**config.mk**
```make
export PLATFORM = sky130hd
export DESIGN_NAME = mem_stage
export DESIGN_NICKNAME = d
export VERILOG_FILES = /design/src/rtl/mem_pkg.sv /design/src/rtl/mem_stage_load_align.sv /design/src/rtl/register_generic.sv /design/src/rtl/mem_stage.sv
export SDC_FILE = /design/constraint.sdc
export NUM_CORES = 1
export LEC_CHECK = 0
export BUFFER_PORTS_ARGS = -buffer_cell sky130_fd_sc_hd__buf_4
export CAP_MARGIN = 20
export CELL_PAD_IN_SITES_DETAIL_PLACEMENT = 1
export CELL_PAD_IN_SITES_GLOBAL_PLACEMENT = 2
export CORE_MARGIN = 2
export CORE_UTILIZATION = 27
export DETAILED_ROUTE_END_ITERATION = 8
export GPL_ROUTABILITY_DRIVEN = 0
export MAX_ROUTING_LAYER = met4
export PLACE_DENSITY = 0.95
export SLEW_MARGIN = 20
export SYNTH_ARGS = -nofsm -noshare
export SYNTH_HDL_FRONTEND = slang
export SYNTH_SLANG_ARGS = --single-unit
```
**constraint.sdc**
```tcl
create_clock -name clk -period 2.4 [get_ports clk]
set_clock_uncertainty 0.05 [all_clocks]
set_input_delay 0.36 -clock clk [delete_from_list [all_inputs] [get_ports clk]]
set_output_delay 0.36 -clock clk [all_outputs]
set_load 0.02 [all_outputs]
```
**src/rtl/mem_pkg.sv**
```systemverilog
// Shared types for the MEM stage: cwMEM field positions, access size, write-back select,
// FSM states and the MEM/WB pipeline register layout.
package mem_pkg;
  localparam int CW_RD    = 6;
  localparam int CW_WR    = 5;
  localparam int CW_SZ_HI = 4;
  localparam int CW_SZ_LO = 3;
  localparam int CW_UNS   = 2;
  localparam int CW_WB_HI = 1;
  localparam int CW_WB_LO = 0;

  typedef enum logic [1:0] {SZ_B = 2'b00, SZ_H = 2'b01, SZ_W = 2'b10} size_e;
  typedef enum logic [1:0] {WB_ALU = 2'b00, WB_MEM = 2'b01, WB_NPC = 2'b10, WB_IMM = 2'b11} wb_sel_e;
  typedef enum logic {S_IDLE = 1'b0, S_WAIT = 1'b1} state_e;

  typedef struct packed {
    logic [31:0] mem_data;
    logic [31:0] alu_res;
    logic [31:0] npc4;
    logic [31:0] imm;
    logic [4:0]  rdest;
    wb_sel_e     wb_sel;
    logic        rf_we;
    logic        mis_trap;
    logic [31:0] mis_addr;
  } memwb_t;

  // The unused SIZE encoding 11 behaves as a word access.
  function automatic size_e size_decode(input logic [1:0] sz);
    case (sz)
      2'b00:   return SZ_B;
      2'b01:   return SZ_H;
      default: return SZ_W;
    endcase
  endfunction
endpackage

```
**src/rtl/mem_stage_load_align.sv**
```systemverilog
// Load data lane select and sign/zero extension for byte, half and word loads.
module load_align
  import mem_pkg::*;
(
  input  logic [31:0] rdata,
  input  logic [1:0]  addr,
  input  size_e       size,
  input  logic        uns,
  output logic [31:0] data
);
  logic [7:0]  b;
  logic [15:0] h;

  always_comb begin
    b = rdata[{addr, 3'b000} +: 8];
    h = addr[1] ? rdata[31:16] : rdata[15:0];
    case (size)
      SZ_B:    data = {{24{b[7] & ~uns}}, b};
      SZ_H:    data = {{16{h[15] & ~uns}}, h};
      default: data = rdata;
    endcase
  end
endmodule

```
**src/rtl/register_generic.sv**
```systemverilog
// Enabled pipeline register with asynchronous active-low clear.
module register_generic #(
  parameter int W = 32
) (
  input  logic         clk,
  input  logic         rst,
  input  logic         en,
  input  logic [W-1:0] d,
  output logic [W-1:0] q
);
  always_ff @(posedge clk or negedge rst) begin
    if (!rst)    q <= '0;
    else if (en) q <= d;
  end
endmodule

```
**src/rtl/mem_stage.sv**
```systemverilog
// Memory-access stage: req/ack data-memory port, load alignment, stall generation, MEM/WB register.
// Optional MISALIGN_TRAP_EN suppresses misaligned half/word accesses and flags them to write-back.
module mem_stage
  import mem_pkg::*;
#(
  parameter int N = 32
) (
  input  logic         clk,
  input  logic         rst,
  input  logic         pipe_en,
  input  logic [N-1:0] ALUres,
  input  logic [N-1:0] wrData,
  input  logic [N-1:0] ImmOUT,
  input  logic [N-1:0] NPC4_OUT,
  input  logic [4:0]   Rdest,
  input  logic [6:0]   cwMEM,
  input  logic         rf_we_in,
  output logic         dmem_req,
  output logic         dmem_we,
  output logic [N-1:0] dmem_addr,
  output logic [3:0]   dmem_be,
  output logic [N-1:0] dmem_wdata,
  input  logic         dmem_ack,
  input  logic [N-1:0] dmem_rdata,
  output logic         mem_stall,
  output logic [N-1:0] memData_wb,
  output logic [N-1:0] ALUres_wb,
  output logic [N-1:0] NPC4_wb,
  output logic [N-1:0] Imm_wb,
  output logic [4:0]   Rdest_wb,
  output logic [1:0]   wbSel_wb,
  output logic         rf_we_wb,
  output logic         mis_trap,
  output logic [N-1:0] mis_addr
);
  state_e       state_q, state_d;
  logic         buf_vld_q, buf_vld_d;
  logic [N-1:0] buf_q, buf_d;
  logic         is_mem, mis, acc_pend, req, wb_en;
  logic [1:0]   a_lo;
  size_e        size;
  logic [3:0]   be_pat;
  logic [N-1:0] wdata, ld_data;
  memwb_t       wb_d, wb_q;

  assign a_lo   = ALUres[1:0];
  assign size   = size_decode(cwMEM[CW_SZ_HI:CW_SZ_LO]);
  assign is_mem = cwMEM[CW_RD] | cwMEM[CW_WR];

`ifdef MISALIGN_TRAP_EN
  assign mis = is_mem & (((size == SZ_H) & a_lo[0]) | ((size == SZ_W) & (a_lo != 2'b00)));
`else
  assign mis = 1'b0;
`endif

  // A completed-but-uncaptured access (buf_vld_q) must not be reissued while the pipe is held.
  assign acc_pend   = is_mem & ~mis & ~buf_vld_q;
  assign req        = acc_pend & rst;
  assign dmem_req   = req;
  assign dmem_we    = req & cwMEM[CW_WR];
  assign dmem_be    = req ? be_pat : 4'b0000;
  assign dmem_addr  = {ALUres[N-1:2], 2'b00};
  assign dmem_wdata = wdata;
  assign mem_stall  = req & ~dmem_ack;
  assign wb_en      = pipe_en & ~mem_stall;

  always_comb begin
    case (size)
      SZ_B: begin
        be_pat = 4'b0001 << a_lo;
        wdata  = {4{wrData[7:0]}};
      end
      SZ_H: begin
        be_pat = a_lo[1] ? 4'b1100 : 4'b0011;
        wdata  = {2{wrData[15:0]}};
      end
      default: begin
        be_pat = 4'b1111;
        wdata  = wrData;
      end
    endcase
  end

  load_align u_align (
    .rdata (dmem_rdata),
    .addr  (a_lo),
    .size  (size),
    .uns   (cwMEM[CW_UNS]),
    .data  (ld_data)
  );

  always_comb begin
    state_d   = state_q;
    buf_vld_d = buf_vld_q;
    buf_d     = buf_q;
    case (state_q)
      S_IDLE:  if (req & ~dmem_ack) state_d = S_WAIT;
      S_WAIT:  if (~req | dmem_ack) state_d = S_IDLE;
      default: state_d = S_IDLE;
    endcase
    // Ack landed while the pipe is held: park the aligned data until MEM/WB can take it.
    if (req & dmem_ack & ~pipe_en) begin
      buf_vld_d = 1'b1;
      buf_d     = ld_data;
    end else if (wb_en) begin
      buf_vld_d = 1'b0;
    end
  end

  always_ff @(posedge clk or negedge rst) begin
    if (!rst) begin
      state_q   <= S_IDLE;
      buf_vld_q <= 1'b0;
      buf_q     <= '0;
    end else begin
      state_q   <= state_d;
      buf_vld_q <= buf_vld_d;
      buf_q     <= buf_d;
    end
  end

  always_comb begin
    wb_d          = '0;
    wb_d.mem_data = buf_vld_q ? buf_q : ld_data;
    wb_d.alu_res  = ALUres;
    wb_d.npc4     = NPC4_OUT;
    wb_d.imm      = ImmOUT;
    wb_d.rdest    = Rdest;
    wb_d.wb_sel   = wb_sel_e'(cwMEM[CW_WB_HI:CW_WB_LO]);
    wb_d.rf_we    = rf_we_in & ~mis;
    wb_d.mis_trap = mis;
    wb_d.mis_addr = mis ? ALUres : '0;
  end

  register_generic #(.W($bits(memwb_t))) u_memwb (
    .clk (clk),
    .rst (rst),
    .en  (wb_en),
    .d   (wb_d),
    .q   (wb_q)
  );

  assign memData_wb = wb_q.mem_data;
  assign ALUres_wb  = wb_q.alu_res;
  assign NPC4_wb    = wb_q.npc4;
  assign Imm_wb     = wb_q.imm;
  assign Rdest_wb   = wb_q.rdest;
  assign wbSel_wb   = wb_q.wb_sel;
  assign rf_we_wb   = wb_q.rf_we;
  assign mis_trap   = wb_q.mis_trap;
  assign mis_addr   = wb_q.mis_addr;
endmodule

```
==> results.py, run 1 <==
metrics = {
    "status": {
        "outcome": "complete, no violations",
    },
    "clocking": {
        "postCtsSetupBuffers": 0,
        "cts_num_sinks": 169,
        "cts_tree": "yes",
        "clock_latency_ns": 0.42,
        "clk_pin_slew_worst_paths_ns": 0.08,
        "htree_levels": 4,
        "numCtsBuffers": 17,
        "cts_root_buffer": "clkbuf_16",
        "cts_max_path_buffers": 2,
    },
    "cells_and_area": {
        "n_antenna_cell": 0,
        "layout.cells.non_filler": 1651,
        "nets": 1425,
        "final_util_pct": 39.3,
        "drive_gt1_share_pct": 36.8,
        "area_growth_pct": 43.3,
        "design_area_sq_um": 11700,
    },
    "setup_path": {
        "crit_family": "simple AND/OR/NAND/NOR gates",
        "reg2regPathDepth": 5,
        "slowest_stage": "dfrtp_1",
        "crit_fanout": 6,
        "path_depth": 4,
        "cp-end-kind": "output pin",
        "cp_num_buf_inv": 1,
        "crit_type": "register to output pin",
        "required_ns": 1.99,
        "worstSetupStartpointType": "register",
        "cp_cell_sequence": "nand2b_2 -> or2_4 -> a211oi_1 -> buf_4",
        "critPathArrivalTime_ns": 1.89,
        "max_stage_delay_ns": 0.37,
    },
    "routing": {
        "firstDrtPassIters": 4,
        "drc": 0,
        "drtAntennaViolNets": 0,
        "drt_iter0_drc": 371,
        "wl_per_cell_um": 18.9,
        "vias": 7620,
        "routed_via_density": 4.62,
        "routed_wl_um": 31300,
    },
    "worst_hold_path": {
        "min_path_type": "input pin to register",
        "holdPathStages": 3,
    },
    "power": {
        "leakage_nw": 6.14,
        "ir_drop_mv": 0.448,
        "power_density_nw_per_um2": 765,
    },
    "yosys": {
        "ys_ff_latch": 169,
        "post-synth-top-count-cell": "nand2_1",
        "synth_area_leaders": "dfrtp_1, nand2_1, buf_4, a21oi_1, buf_2",
        "synthTopCellsByCount": "nand2_1, dfrtp_1, buf_4",
        "synth_ff_type": "dfrtp_1",
        "avgSynthCellArea_sq_um": 8.82,
        "netlist_area_sq_um": 8140,
        "yosysWarnings": 0,
        "synth_edf_count": 0,
        "yosysSeqAreaShare_pct": 52.0,
        "syn_inst": 922,
        "yosys.area.top_type": "dfrtp_1",
        "synthArstFlopShare_pct": 100,
        "netlist.area_leader.share_pct": 52.0,
        "synth.distinct_cells": 45,
    },
    "grt": {
        "grt_pass1_vias": 8255,
        "grt_util_met3_pct": 3.88,
        "grt-ovfl-total": 0,
        "grt_use_met2_pct": 36.1,
        "grt_usage_pct": 20.1,
        "grt_pass1_wl_um": 46800,
        "antenna_found_initial": 0,
        "grt-busiest-layer": "met2",
        "gr-usage-met1_pct": 21.7,
        "grt_max_degree": 83,
    },
    "placement": {
        "dpl.cell_count": 1618,
        "postPlaceCellArea_sq_um": 11000,
        "place.port_buffers": 381,
        "place_hpwl_um": 24500,
    },
    "timing": {
        "fin_crit_ns": 2.30,
        "period_share_pct": 95.9,
        "grt_setup_unrepaired": "false",
        "fmax_ghz": 0.435,
        "max_slew_margin_pct": 32.3,
        "setup_viol": 0,
        "setup_tns_ns": 0,
        "tightest_slew_ns": 1.02,
        "worst_hold_slack_ns": 0.0689,
        "slew_viol_final": 0,
        "hold_viol": 0,
    },
    "job": {
        "maxCapViolations": 0,
    },
    "floorplan": {
        "initial_core_util_pct": 27.5,
        "ios": 417,
        "die_y_um": 178,
        "die_w_um": 178,
        "dieArea_sq_um": 31500,
        "fp.coreArea_sq_um": 29600,
        "num_rows": 63,
    },
}
==> kinds of logic (layout without fill, tap and decap cells) <==
group / after synthesis / after routing / synth area share (%)
simple gates: 443 / 443 / 21.6
flops: 169 / 169 / 52.0
compound gates: 147 / 147 / 12.2
buf+inv: 135 / 440 / 10.6
mux: 27 / 27 / 3.68
other cells: 1 / 35 / 0.0461
==> stage by stage <==
stage / total power (W) / worst slack [ns]
finish: 0.00892 / 0.0985
global route: 0.00938 / 0.0384
CTS: 0.00906 / 0.000398
detailed placement: 0.00608 / 0.274
global placement: 0.00599 / 0.322
floorplan: 0.00484 / 0.441
==> worst min-delay path, cell delays in order <==
cell and delay (ns):
buf_4 0.07, nand2_1 0.04, nand2_1 0.05
==> what timing repair did <==
item                                    4_1_cts  5_1_grt
hold endpoints to repair                      9        0
gates resized for setup                       1        1
hold buffers                                  1        0
endpoints found under the setup margin        2        1
==> where the power goes <==
group,internal [W],total (W),switching (W)
clock network,0.00160,0.00294,0.00133
logic,0.000997,0.00244,0.00144
registers,0.00328,0.00355,0.000263
==> sequential cells by signal (all words and copies together), names as in the netlist <==
signal,flops
buf_vld_q,1
buf_q,32
u_memwb.q,136
==> path summary, 6_finish.rpt <==
check | start | end | slack, ns
worst min-delay path | NPC4_OUT[9] | u_memwb.q[82] | 0.07
worst max-delay path | buf_vld_q | dmem_be[2] | 0.1
min in group asynchronous | rst | u_memwb.q[68] | 0.37
worst min register to register | u_memwb.q[84] | u_memwb.q[84] | 0.43
worst max register to register | buf_vld_q | u_memwb.q[157] | 0.44
max in group asynchronous | rst | u_memwb.q[84] | 0.66
==> layout by cell type, fill, tap and decap left out, types with 9 or more instances in the layout <==
cell type,count
nand2_1,374
and3_1,17
dfrtp_1,169
mux2i_1,16
o21ai_1,12
o21ai_0,29
buf_4,396
a22oi_1,15
a211oi_1,9
clkbuf_16,17
nor2_1,38
a21oi_1,54
conb_1,35
mux2_2,9
==> cell type report <==
cell class	instances	area, sq um
multi-input cells	652	3200
repair buffers	403	3090
clock inverters	15	203
clock buffers	17	425
fillers	3562	18000
well taps	390	488
flip-flops and latches	169	4230
inverters	5	18.8
==> metal layers <==
layer	part of all wire, %	up-vias
met5	0	-
met4	3.3	0
met3	6.5	38
met2	52	321
met1	38	3711
li1	-	3550
Power figures use the tool's default switching activity.
==> run 2, diff against run 1 <==
--- a/config.mk
+++ b/config.mk
@@ -14,7 +14,7 @@
 export DETAILED_ROUTE_END_ITERATION = 8
 export GPL_ROUTABILITY_DRIVEN = 0
 export MAX_ROUTING_LAYER = met4
-export PLACE_DENSITY = 0.95
+export PLACE_DENSITY_LB_ADDON = 0.05
 export SLEW_MARGIN = 20
 export SYNTH_ARGS = -nofsm -noshare
 export SYNTH_HDL_FRONTEND = slang
==> run 2 against run 1 <==
  * Final cell count decreased by 0.12%
  * Largest power group unchanged
  * Total power decreased by 0.38%
  * Non-clock buffer count decreased by 2
  * Worst hold slack got worse by 0.023 ns
  * Global-route usage decreased by 0.89 points
  * Count of clock-buffer cells in the layout increased by 3
  * First-iteration DRC count decreased by 2.2%
  * Highest routed layer unchanged
  * Die area unchanged
  * Flip-flop and latch count unchanged
  * Via count decreased by 2.0%
  * Sequential power about the same
==> results.py, run 2 (synthesis gave the netlist of run 1 again) <==
metrics = {
    "cells_and_area": {
        "design_area_sq_um": 11600,
        "final_util_pct": 39.3,
        "final_cell_mix": "buf_4, nand2_1, dfrtp_1",
        "drive_gt1_share_pct": 36.7,
        "fillers": 3555,
        "layout.cells.non_filler": 1649,
        "layout_commonest_cell": "buf_4",
        "top_register": "u_memwb.q",
        "n_antenna_cell": 0,
        "area_growth_pct": 43.0,
        "top_regs": "u_memwb.q x136, buf_q x32, buf_vld_q x1",
        "largest_reg_flops": 136,
        "nets": 1423,
    },
    "floorplan": {
        "fp.coreArea_sq_um": 29600,
        "ios": 417,
        "num_rows": 63,
        "die_y_um": 178,
        "die_w_um": 178,
        "dieArea_sq_um": 31500,
        "initial_core_util_pct": 27.5,
    },
    "grt": {
        "antenna_found_initial": 0,
        "grt_pass1_wl_um": 44600,
        "grt_usage_pct": 19.2,
        "grt_max_degree": 170,
        "grt-ovfl-total": 0,
        "grt_pass1_vias": 7537,
    },
    "power": {
        "power_density_nw_per_um2": 764,
        "leakage_nw": 6.13,
        "ir_drop_mv": 0.501,
    },
    "routing": {
        "routed_wl_um": 30100,
        "firstDrtPassIters": 4,
        "routed_via_density": 4.53,
        "drc": 0,
        "drtAntennaViolNets": 0,
        "drt_iter0_drc": 363,
        "vias": 7468,
        "wl_per_cell_um": 18.2,
    },
    "clocking": {
        "cts_root_buffer": "clkbuf_16",
        "postCtsSetupBuffers": 0,
        "cts_tree": "yes",
        "htree_levels": 4,
        "numCtsBuffers": 17,
        "cts_num_sinks": 169,
        "clk_pin_slew_worst_paths_ns": 0.07,
        "clock_latency_ns": 0.43,
        "cts_max_path_buffers": 2,
    },
    "setup_path": {
        "crit_type": "register to output pin",
        "cp-end-kind": "output pin",
        "worstSetupStartpointType": "register",
        "r2r-end": "buf_q[20]",
        "reg2reg_slack_ns": 0.56,
        "reg2regPathDepth": 4,
        "crit_fanout": 6,
        "critPathArrivalTime_ns": 1.79,
        "r2r-start": "buf_vld_q",
        "required_ns": 1.99,
    },
    "timing": {
        "setup_viol": 0,
        "fin_crit_ns": 2.20,
        "fmax_ghz": 0.455,
        "tightest_slew_ns": 0.976,
        "slew_viol_final": 0,
        "max_slew_margin_pct": 34.9,
        "hold_viol": 0,
        "period_share_pct": 91.6,
        "grt_setup_unrepaired": "false",
        "setup_tns_ns": 0,
    },
    "job": {
        "maxCapViolations": 0,
    },
    "placement": {
        "postPlaceCellArea_sq_um": 11000,
        "dpl.cell_count": 1617,
        "place.port_buffers": 381,
        "place_hpwl_um": 22500,
    },
    "status": {
        "outcome": "complete, no violations",
    },
    "worst_hold_path": {
        "min_path_type": "input pin to asynchronous set/reset pin",
    },
}
[run 2: cell types whose count changed in the layout (fill, tap and decap cells not counted), sizes merged]
cell,previous run,this run
clkbuf,17,20
clkinv,4,3
clkinvlp,1,2
inv,13,9
dlygate4sd3,1,0
buf,402,401
bufinv,2,3
[run 2: what timing repair did]
item                       in CTS  in global routing
resized for setup               1                  1
setup endpoints to repair       1                  1
hold buffers                    0                  0
pin swaps                       0                  0
[run 2: worst max path at each step]
stage,endpoint,startpoint,slack (ns),cells past startpoint
detailed placement,buf_q[7],cwMEM[3],0.30,5
finish,dmem_be[2],buf_vld_q,0.20,4
global route,dmem_be[0],buf_vld_q,0.05,4
floorplan,dmem_be[0],buf_vld_q,0.44,4
CTS,dmem_be[2],buf_vld_q,0.10,4
global placement,u_memwb.q[141],cwMEM[3],0.35,5
[run 2: through the flow]
step	setup WS (ns)	power, W	hold slack [ns]
after floorplan	0.441	0.00484	0.0144
after global placement	0.351	0.00600	0.410
after detailed placement	0.299	0.00603	0.414
after CTS	0.101	0.00903	0.0424
after global routing	0.0535	0.00937	0.0494
final	0.201	0.00889	0.0459
[run 2: worst max-delay path, stage by stage (launching register included)]
cell	delay, ns
dfrtp_1	0.37
nand2b_2	0.25
or2_4	0.31
a211oi_1	0.24
buf_4	0.19
[run 2: layout make-up]
type                    instances  area, sq um  area share (%)
clock buffers                  20          457            3.93
clock inverters                12          163            1.40
inverters                       5         18.8           0.161
multi-input cells             652         3200            27.5
flip-flops and latches        169         4230            36.3
well taps                     390          488            4.19
repair buffers                401         3080            26.4
[run 2: routing by layer]
metal / track usage, % / part of all wire (%) / vias up
met2: 30.8 / 48 / 294
li1: - / - / 3547
met4: 4.85 / 1.2 / 0
met3: 3.66 / 6.2 / 21
met5: - / 0 / -
met1: 24.9 / 44 / 3606
[run 2: power by group]
group | internal, W | total [W] | leakage, nW | switching, W
clock network | 0.00171 | 0.00295 | 0.298 | 0.00124
registers | 0.00328 | 0.00352 | 2.04 | 0.000234
logic | 0.000995 | 0.00241 | 3.79 | 0.00142
